==> config.mk <==
export PLATFORM = sky130hd
export DESIGN_NAME = song_sequencer
export DESIGN_NICKNAME = d
export VERILOG_FILES = /design/src/rtl/piano_pkg.sv /design/src/rtl/song_rom.sv /design/src/rtl/song_sequencer.sv
export SDC_FILE = /design/constraint.sdc
export NUM_CORES = 1
export LEC_CHECK = 0
export CAP_MARGIN = 20
export CORE_MARGIN = 3
export CORE_UTILIZATION = 35
export CTS_BUF_LIST = sky130_fd_sc_hd__clkbuf_8 sky130_fd_sc_hd__clkbuf_16
export CTS_CLUSTER_SIZE = 20
export DETAILED_ROUTE_END_ITERATION = 8
export PLACE_DENSITY = 0.53
export RECOVER_POWER = 25
export SLEW_MARGIN = 20
export SYNTH_ARGS = -nofsm -noshare
export SYNTH_HDL_FRONTEND = slang
export SYNTH_SLANG_ARGS = --single-unit
==> constraint.sdc <==
create_clock -name clk -period 4 [get_ports clk]
set_input_delay 0.8 -clock clk [delete_from_list [all_inputs] [get_ports clk]]
set_output_delay 0.8 -clock clk [all_outputs]
set_load 0.005 [all_outputs]
==> src/rtl/piano_pkg.sv <==
// Shared definitions for the piano song path: event word layout, END marker, sequencer states.
package piano_pkg;

    localparam int unsigned EVENT_W   = 8;
    localparam int unsigned NOTE_W    = 4;
    localparam int unsigned BEATS_W   = 3;
    localparam int unsigned REST_W    = 1;

    localparam int unsigned NOTE_LSB  = 0;
    localparam int unsigned BEATS_LSB = 4;
    localparam int unsigned REST_LSB  = 7;

    localparam logic [EVENT_W-1:0] END_EVENT = 8'hFF;

    typedef enum logic [1:0] {
        IDLE,
        FETCH,
        PLAY,
        GAP
    } state_t;

endpackage

==> src/rtl/song_rom.sv <==
// Song event table with a registered (1-cycle latency) read.
// TABLE_SEL=0 selects the built-in tune, TABLE_SEL=1 a short characterisation table.
module song_rom
    import piano_pkg::*;
#(
    parameter int unsigned SONG_LEN  = 32,
    parameter int unsigned TABLE_SEL = 0,
    localparam int unsigned AW = (SONG_LEN > 1) ? $clog2(SONG_LEN) : 1
) (
    input  logic               clk,
    input  logic [AW-1:0]      addr,
    output logic [EVENT_W-1:0] data
);

    logic [31:0] idx;

    assign idx = 32'(addr);

    // Registered table lookup; unlisted addresses read as END.
    always_ff @(posedge clk) begin
        data <= END_EVENT;
        if (TABLE_SEL == 1) begin
            case (idx)
                0:       data <= 8'h13;   // note 3, 2 beats
                1:       data <= 8'h85;   // rest, 1 beat
                default: data <= END_EVENT;
            endcase
        end else begin
            case (idx)
                0:       data <= 8'h04;
                1:       data <= 8'h04;
                2:       data <= 8'h05;
                3:       data <= 8'h07;
                4:       data <= 8'h07;
                5:       data <= 8'h05;
                6:       data <= 8'h04;
                7:       data <= 8'h02;
                8:       data <= 8'h00;
                9:       data <= 8'h00;
                10:      data <= 8'h02;
                11:      data <= 8'h04;
                12:      data <= 8'h14;
                13:      data <= 8'h12;
                14:      data <= 8'h80;
                default: data <= END_EVENT;
            endcase
        end
    end

endmodule

==> src/rtl/song_sequencer.sv <==
// Autoplay sequencer feeding the tone generator's note/hush inputs.
// Each event = PLAY + articulation GAP + FETCH, totalling beats*BEAT_CYCLES cycles.
// Optional macro SONG_LOOP_EN: wrap to event 0 on END instead of returning to IDLE.
module song_sequencer
    import piano_pkg::*;
#(
    parameter int unsigned BEAT_CYCLES = 25_000_000,
    parameter int unsigned GAP_CYCLES  = 1_000_000,
    parameter int unsigned SONG_LEN    = 32,
    parameter int unsigned TABLE_SEL   = 0
) (
    input  logic              clk,
    input  logic              rst,
    input  logic              start,
    input  logic              stop,
    output logic [NOTE_W-1:0] note,
    output logic              hush,
    output logic              busy,
    output logic              done
);

    localparam int unsigned AW = (SONG_LEN > 1) ? $clog2(SONG_LEN) : 1;
    localparam int unsigned PW = AW + 1;   // one extra bit so addr can reach SONG_LEN
    localparam int unsigned CW = $clog2(8 * BEAT_CYCLES);

    localparam logic [CW-1:0] GAP_LOAD = CW'(GAP_CYCLES - 2);
    localparam logic [CW-1:0] LOAD_1   = CW'(1 * BEAT_CYCLES - GAP_CYCLES - 1);
    localparam logic [CW-1:0] LOAD_2   = CW'(2 * BEAT_CYCLES - GAP_CYCLES - 1);
    localparam logic [CW-1:0] LOAD_3   = CW'(3 * BEAT_CYCLES - GAP_CYCLES - 1);
    localparam logic [CW-1:0] LOAD_4   = CW'(4 * BEAT_CYCLES - GAP_CYCLES - 1);
    localparam logic [CW-1:0] LOAD_5   = CW'(5 * BEAT_CYCLES - GAP_CYCLES - 1);
    localparam logic [CW-1:0] LOAD_6   = CW'(6 * BEAT_CYCLES - GAP_CYCLES - 1);
    localparam logic [CW-1:0] LOAD_7   = CW'(7 * BEAT_CYCLES - GAP_CYCLES - 1);
    localparam logic [CW-1:0] LOAD_8   = CW'(8 * BEAT_CYCLES - GAP_CYCLES - 1);

    state_t              state, state_nxt;
    logic [PW-1:0]       addr, addr_nxt;
    logic [CW-1:0]       cnt, cnt_nxt;
    logic [NOTE_W-1:0]   note_nxt;
    logic                hush_nxt, busy_nxt, done_nxt;

    logic [EVENT_W-1:0]  ev;
    logic [NOTE_W-1:0]   ev_note;
    logic [BEATS_W-1:0]  ev_beats_m1;
    logic [REST_W-1:0]   ev_rest;
    logic                ev_end;
    logic [CW-1:0]       play_load;

    // ROM is addressed with the next address so the event is ready during FETCH.
    song_rom #(
        .SONG_LEN  (SONG_LEN),
        .TABLE_SEL (TABLE_SEL)
    ) u_rom (
        .clk  (clk),
        .addr (addr_nxt[AW-1:0]),
        .data (ev)
    );

    assign ev_note     = ev[NOTE_LSB  +: NOTE_W];
    assign ev_beats_m1 = ev[BEATS_LSB +: BEATS_W];
    assign ev_rest     = ev[REST_LSB  +: REST_W];
    assign ev_end      = (ev == END_EVENT) || (addr == PW'(SONG_LEN));

    // Select the elaborated PLAY counter preload for the event length.
    always_comb begin
        play_load = LOAD_1;
        case (ev_beats_m1)
            3'd0:    play_load = LOAD_1;
            3'd1:    play_load = LOAD_2;
            3'd2:    play_load = LOAD_3;
            3'd3:    play_load = LOAD_4;
            3'd4:    play_load = LOAD_5;
            3'd5:    play_load = LOAD_6;
            3'd6:    play_load = LOAD_7;
            default: play_load = LOAD_8;
        endcase
    end

    // State, address, counter and output registers.
    always_ff @(posedge clk) begin
        if (rst) begin
            state <= IDLE;
            addr  <= '0;
            cnt   <= '0;
            note  <= '0;
            hush  <= 1'b1;
            busy  <= 1'b0;
            done  <= 1'b0;
        end else begin
            state <= state_nxt;
            addr  <= addr_nxt;
            cnt   <= cnt_nxt;
            note  <= note_nxt;
            hush  <= hush_nxt;
            busy  <= busy_nxt;
            done  <= done_nxt;
        end
    end

    // Next-state and next-output decode; outputs are computed for the state being entered.
    always_comb begin
        state_nxt = state;
        addr_nxt  = addr;
        cnt_nxt   = cnt;
        note_nxt  = note;
        hush_nxt  = hush;
        busy_nxt  = busy;
        done_nxt  = 1'b0;

        case (state)
            IDLE: begin
                note_nxt = '0;
                hush_nxt = 1'b1;
                busy_nxt = 1'b0;
                if (start) begin
                    state_nxt = FETCH;
                    addr_nxt  = '0;
                    busy_nxt  = 1'b1;
                end
            end
            FETCH: begin
                if (ev_end) begin
                    done_nxt = 1'b1;
`ifdef SONG_LOOP_EN
                    state_nxt = FETCH;
                    addr_nxt  = '0;
`else
                    state_nxt = IDLE;
                    addr_nxt  = '0;
                    note_nxt  = '0;
                    hush_nxt  = 1'b1;
                    busy_nxt  = 1'b0;
`endif
                end else begin
                    state_nxt = PLAY;
                    cnt_nxt   = play_load;
                    note_nxt  = ev_note;
                    hush_nxt  = ev_rest[0];
                end
            end
            PLAY: begin
                if (cnt == '0) begin
                    state_nxt = GAP;
                    cnt_nxt   = GAP_LOAD;
                    hush_nxt  = 1'b1;
                end else begin
                    cnt_nxt = cnt - 1'b1;
                end
            end
            GAP: begin
                if (cnt == '0) begin
                    state_nxt = FETCH;
                    addr_nxt  = addr + 1'b1;
                end else begin
                    cnt_nxt = cnt - 1'b1;
                end
            end
            default: begin
                state_nxt = IDLE;
            end
        endcase

        // Abort from any state; also makes stop win over a simultaneous start.
        if (stop) begin
            state_nxt = IDLE;
            addr_nxt  = '0;
            cnt_nxt   = '0;
            note_nxt  = '0;
            hush_nxt  = 1'b1;
            busy_nxt  = 1'b0;
            done_nxt  = 1'b0;
        end
    end

endmodule
==> flow_summary.ini <==
[drt]
vias_per_cell = 5.86
wl_per_cell_um = 18.0
antenna_left = 0
firstDrtPassIters = 4
drt_wl_total_mm = 10.0
drt_iter0_markers = 260
vias = 3277
drcViolationCount = 0

[worst_setup_path]
rrSetupSlack_ns = 0.50
crit_type = reg -> reg
r2r-end = u_rom.data[1]$_SDFF_PP1_
end_kind = flop
reg2regPathDepth = 10
critPathArrivalTime_ns = 3.75
worstPathRequired_ns = 4.25
cp_max_fo = 13
critPathLaunchType = flop
worstReg2RegStart = cnt[13]$_SDFFE_PP0P_

[yosys]
synth_top_cell_area_share = 0.296
synth_top_family_by_area = simple AND/OR/NAND/NOR gates
syn_inst = 430
synth_edf_count = 0
avgSynthCellArea_um2 = 7.71
synthMuxAreaShare = 0.00679
synth-async-reset-ratio = 0
synthTopCellsByArea = dfxtp_1 30%, ha_1 8.7%, a21oi_1 6.5%, nor2_1 5.4%, o21ai_1 3.6%
synthSimpleGateAreaFrac = 0.288
synth-adder-area-share = 0.0868
yosysWarnings = 0
synth_nets = 457
synth_common_cells = 49 x dfxtp_1, 48 x nor2_1, 43 x a21oi_1
synth_area_mm2 = 0.00332
synth_top_cell_by_area = dfxtp_1
synth_most_common_cell = dfxtp_1
synth_compound_area_frac = 0.272
synth-seq-cells = 49
synth_ff_type = dfxtp_1
ys_seq_area_frac = 0.296
ys_types = 59
synth_xor_area_frac = 0

[sta]
rsz0062_at_grt = false
slew_violations = 30
tightest_slew_ns = 1.92
whs_ns = 0.472
setup_tns_ns = 0
max_freq_ghz = 0.286
relSlewSlack = -0.282
fin_skew_ns = 0.0128
finalCritPeriodShare = 0.875
hold_viol_final = 0
setup_viol = 0
period_needed_ns = 3.50

[layout]
syn_to_final_growth_pct = 10.1
diodes = 0
drive_gt1_frac = 0.0785
fin_cells = 559
seqCellArea_um2 = 981
stdcell_area_mm2 = 0.00365
multi_input_area_mm2 = 0.00216
fin_nets = 459
num-fill-cells = 941

[outcome]
violations = max-capacitance violations, max-slew violations
outcome = complete, but fails checks

[place]
place_congestion = 0.866
dp_hpwl_mm = 7.11
placed_area_mm2 = 0.00354
port_buffers = 10
dp.cells = 551

[global_route]
grt_pass1_vias = 3067
use_met1 = 0.302
top_usage_layer = met1
grt.total_usage = 0.194
grt_util_met3 = 0.0262
grt_pass1_wl_mm = 16.5
grt_overflow = 0
antenna_found_initial = 0
grt_max_degree = 30
use_met2 = 0.285

[clock_network]
clockBufferDepth = 2
ctsHoldBuffers = 0
cts_tree = done
clk_latency_ns = 0.30
clock_sinks = 49
cts_buffers = 5
clkSlewWorstSetupHoldPaths_ns = 0.10
cts_resized = 0
h-tree-depth = 2
root_buffer = clkbuf_8
cts_setup_buffers = 0

[floorplan]
die_h_um = 103
start_util = 0.369
dieArea_mm2 = 0.0107
row_count = 34
ios = 11
core_mm2 = 0.00898
die_x_um = 103

[worst_hold_path]
hold_path_class = reg -> reg
min_delay_path_depth = 2
hold_path_end = busy$_SDFFE_PP0P_
min-delay-start = busy$_SDFFE_PP0P_

[run]
maxCapViolCount = 1

[power]
ir_drop_uv = 193
p_leak_uw = 0.00134
p_per_area_mw_per_mm2 = 302
power.total_uw = 1100
==> sequential cells by signal, summed over array words and instances (netlist names) <==
register	count
busy	1
hush	1
note	4
cnt	28
u_rom.data	6
addr	6
done	1
state	2
==> how the worst max path moves through the flow <==
| stage | startpoint | endpoint | slack (ns) | depth (start not counted) |
|---|---|---|---|---|
| after global placement | start | u_rom.data[1]$_SDFF_PP1_ | 0.80 | 10 |
| after global routing | cnt[13]$_SDFFE_PP0P_ | u_rom.data[1]$_SDFF_PP1_ | 0.34 | 10 |
| after detailed placement | start | u_rom.data[1]$_SDFF_PP1_ | 0.64 | 10 |
| after floorplan | u_rom.data[6]$_SDFF_PP1_ | u_rom.data[1]$_SDFF_PP1_ | 1.13 | 10 |
| final | cnt[13]$_SDFFE_PP0P_ | u_rom.data[1]$_SDFF_PP1_ | 0.50 | 10 |
| after CTS | u_rom.data[6]$_SDFF_PP1_ | u_rom.data[1]$_SDFF_PP1_ | 0.71 | 11 |
==> cell type report <==
cell class,count,area share
repair buffers,18,0.0439
clock buffers,6,0.0226
flip-flops and latches,49,0.269
multi-input cells,339,0.592
well taps,126,0.0432
inverters,19,0.0195
clock inverters,2,0.0103
==> through the flow <==
step | utilization | setup slack (ns)
floorplan | - | 1.13
global placement | 0.394 | 0.802
detailed placement | 0.394 | 0.644
CTS | 0.407 | 0.706
global route | 0.407 | 0.344
finish | 0.407 | 0.499
==> critical path: stages, from the launching register on <==
cell,delay (ns)
dfxtp_1,0.36
nor4_1,0.70
nand2_2,0.32
or3_1,0.54
a21oi_1,0.18
o21ai_0,0.13
and2_1,0.25
ha_1,0.32
and4_1,0.16
a2111o_1,0.40
nand4_1,0.08
==> cell usage in the layout, fill, tap and decap left out, types with 4 or more instances in the layout <==
cell,instances
dfxtp_1,49
nor2_1,48
a21oi_1,43
o21ai_1,24
nand2_1,23
ha_1,23
inv_1,19
o21ai_0,18
or3_1,13
nand3_1,12
nor3_1,11
nor4_1,10
nand4_1,9
a31oi_1,9
dlygate4sd3_1,8
buf_4,8
a22oi_1,7
a211oi_1,6
clkbuf_8,6
nand2b_1,5
and2_1,5
nor3_2,4
o31ai_1,4
or4_1,4
or2_2,4
o22ai_1,4
==> logic make-up after synthesis <==
group           Yosys count
flops                    49
buf+inv                  42
compound gates          145
fa+ha+maj                23
simple gates            169
mux                       2
==> per-layer routing <==
layer	wire length (um)	share of wire
met1	5170	0.51
met2	4280	0.43
met3	500	0.050
met4	94	0.0094
met5	0	0
==> report_power, final <==
group | switching (uW) | leakage [uW] | internal (uW)
registers | 12.1 | 0.000396 | 497
clock network | 179 | 0.0000574 | 204
logic | 140 | 0.000890 | 69.7
No activity file was read; power rests on OpenSTA's default activity.
==> variant (config.mk and constraints unchanged) <==
`TABLE_SEL` is set to 0 in 2 places; all go to 1. Comments in the files are not updated.
--- a/src/rtl/song_rom.sv
+++ b/src/rtl/song_rom.sv
@@ -4,7 +4,7 @@
     import piano_pkg::*;
 #(
     parameter int unsigned SONG_LEN  = 32,
-    parameter int unsigned TABLE_SEL = 0,
+    parameter int unsigned TABLE_SEL = 1,
     localparam int unsigned AW = (SONG_LEN > 1) ? $clog2(SONG_LEN) : 1
 ) (
     input  logic               clk,
--- a/src/rtl/song_sequencer.sv
+++ b/src/rtl/song_sequencer.sv
@@ -7,7 +7,7 @@
     parameter int unsigned BEAT_CYCLES = 25_000_000,
     parameter int unsigned GAP_CYCLES  = 1_000_000,
     parameter int unsigned SONG_LEN    = 32,
-    parameter int unsigned TABLE_SEL   = 0
+    parameter int unsigned TABLE_SEL   = 1
 ) (
     input  logic              clk,
     input  logic              rst,
Function: changed (Yosys sat finds a counterexample within 4 cycles, from zero or initial values and one cycle with rst high).
==> variant against the original RTL <==
The run still ends with capacitance limit, slew limit left; clock skew fell by 0.0011 ns; routed wire length fell by 15%; power decreased by 14%; via count shrank 14%; area after synthesis is 11% lower; critical path type is now in2reg; utilization fell by 0.33 points; cell area shrank 12%; sequential cell count fell by 3; maximum frequency up 5.2%; hold slack better by 0.0057 ns; sequential share of layout area increased by 1.9 points; worst setup slack improved by 0.17 ns; critical endpoint is now cnt[11].
==> variant: results (changes against the original RTL) <==
nets@finish 388 (-15%); Worst Path Arrival 3.52 ns (-0.23 ns); Worst-Skew Late Latency 0.30 ns (about the same); Setup Buffers After CTS 0 (unchanged); XOR/XNOR share of the synthesized area 0.00596 (+0.00596); H-tree level count 2 (unchanged); antenna cells 0 (unchanged); wl on met1 4200 um (-19%); GR Util All Layers 0.181 (-0.0131); Yosys Warn Count 0 (unchanged); Worst Tran Pin Value 1.78 ns (-0.141 ns); FFs w/ async S/R, synth 0 (unchanged); clk buf depth 2 (unchanged); Compound-Gate Fraction of Synth Area 0.305 (+0.0327); port bufs 10 (unchanged); Clk pwr share 0.303 (-0.044); NetSw 0.000307 W (-7.3%); Post-DP HPWL 6140 um (-14%); Yosys cell types 67 (+14%); DRT iter0 DRCs 177 (-32%); mux share of post-synthesis cell area 0.00383 (-0.00296); met1 usage 0.262 (-0.0400); DRT Pass-1 Iters 5 (+1); first-pass GRT wire length 14200 um (-14%); most area-consuming cells after synthesis dfxtp_1 31%, ha_1 8.1%, o21ai_0 6.3%; met3 Usage GRT 0.0273 (+0.00112); ys flop type dfxtp_1; wire per inst 18.3 um (+1.7%); fin. max-slew vios 28 (-6.7%); layout cells sized above 1 0.0767 (-0.00181); FILL cells 827 (-12%); Seq/Total Area, Yosys 0.313 (+0.0175); largest registers cnt x28, addr x6, note x4; failing checks capacitance limit, slew limit; post-synthesis adder-cell area fraction 0.0809 (-0.00591); TritonCTS buffer count 5 (unchanged); vias 2802 (-14%); GP Congestion 0.970 (+12%); Leak 1.16 nW (-14%); met2 Use GR 0.279 (-0.00580); maximum vdd drop 160 uV (-17%); Mapped Nets 381 (-17%); worst hold path type reg2reg; largest net degree at the start of global routing 28 (-6.7%); met2 WL 3740 um (-13%); clock skew 0.0117 ns (-0.00108 ns); max cap viols 1 (unchanged); Comb power frac 0.196 (+0.005); synth cell count leaders 46 x dfxtp_1, 37 x o21ai_0, 32 x nor2_1, 28 x a21oi_1, 22 x nand2_1; status complete, but fails checks; CP max FO 27 (+14); Met3 Wirelength 460 um (-8.0%); top sig layer met4; vias in the first global route 2723 (-11%); Worst path slowest cell or2_0; critical path's largest stage delay 1.33 ns (+0.63 ns)
==> variant: through the flow <==
stage	std cells	cell area, sq um	power [W]	hold WS [ns]	worst slack (ns)
2_1_floorplan	358	2940	0.000628	0.459	1.63
3_3_place_gp	460	3110	0.000673	0.456	1.05
3_5_place_dp	460	3110	0.000673	0.468	0.949
4_1_cts	467	3200	0.000962	0.480	0.934
5_1_grt	467	3200	0.00100	0.511	0.354
6_report	467	3200	0.000952	0.478	0.673
==> variant: path summary, 6_finish.rpt <==
path                start       to  slack (ns)  cells after the start
setup / recovery     stop  cnt[11]        0.67                      4
hold reg to reg      busy     busy        0.48                      2
setup reg to reg  cnt[16]  cnt[11]        0.83                      6
hold / removal       busy     busy        0.48                      2
==> variant: final cells by class <==
cell class	instances	area [sq um]	area share
clock inverters	2	15.0	0.00469
multi-input cells	281	1860	0.583
repair buffers	16	145	0.0454
flip-flops and latches	46	921	0.288
well taps	102	128	0.0399
inverters	15	56.3	0.0176
clock buffers	5	68.8	0.0215
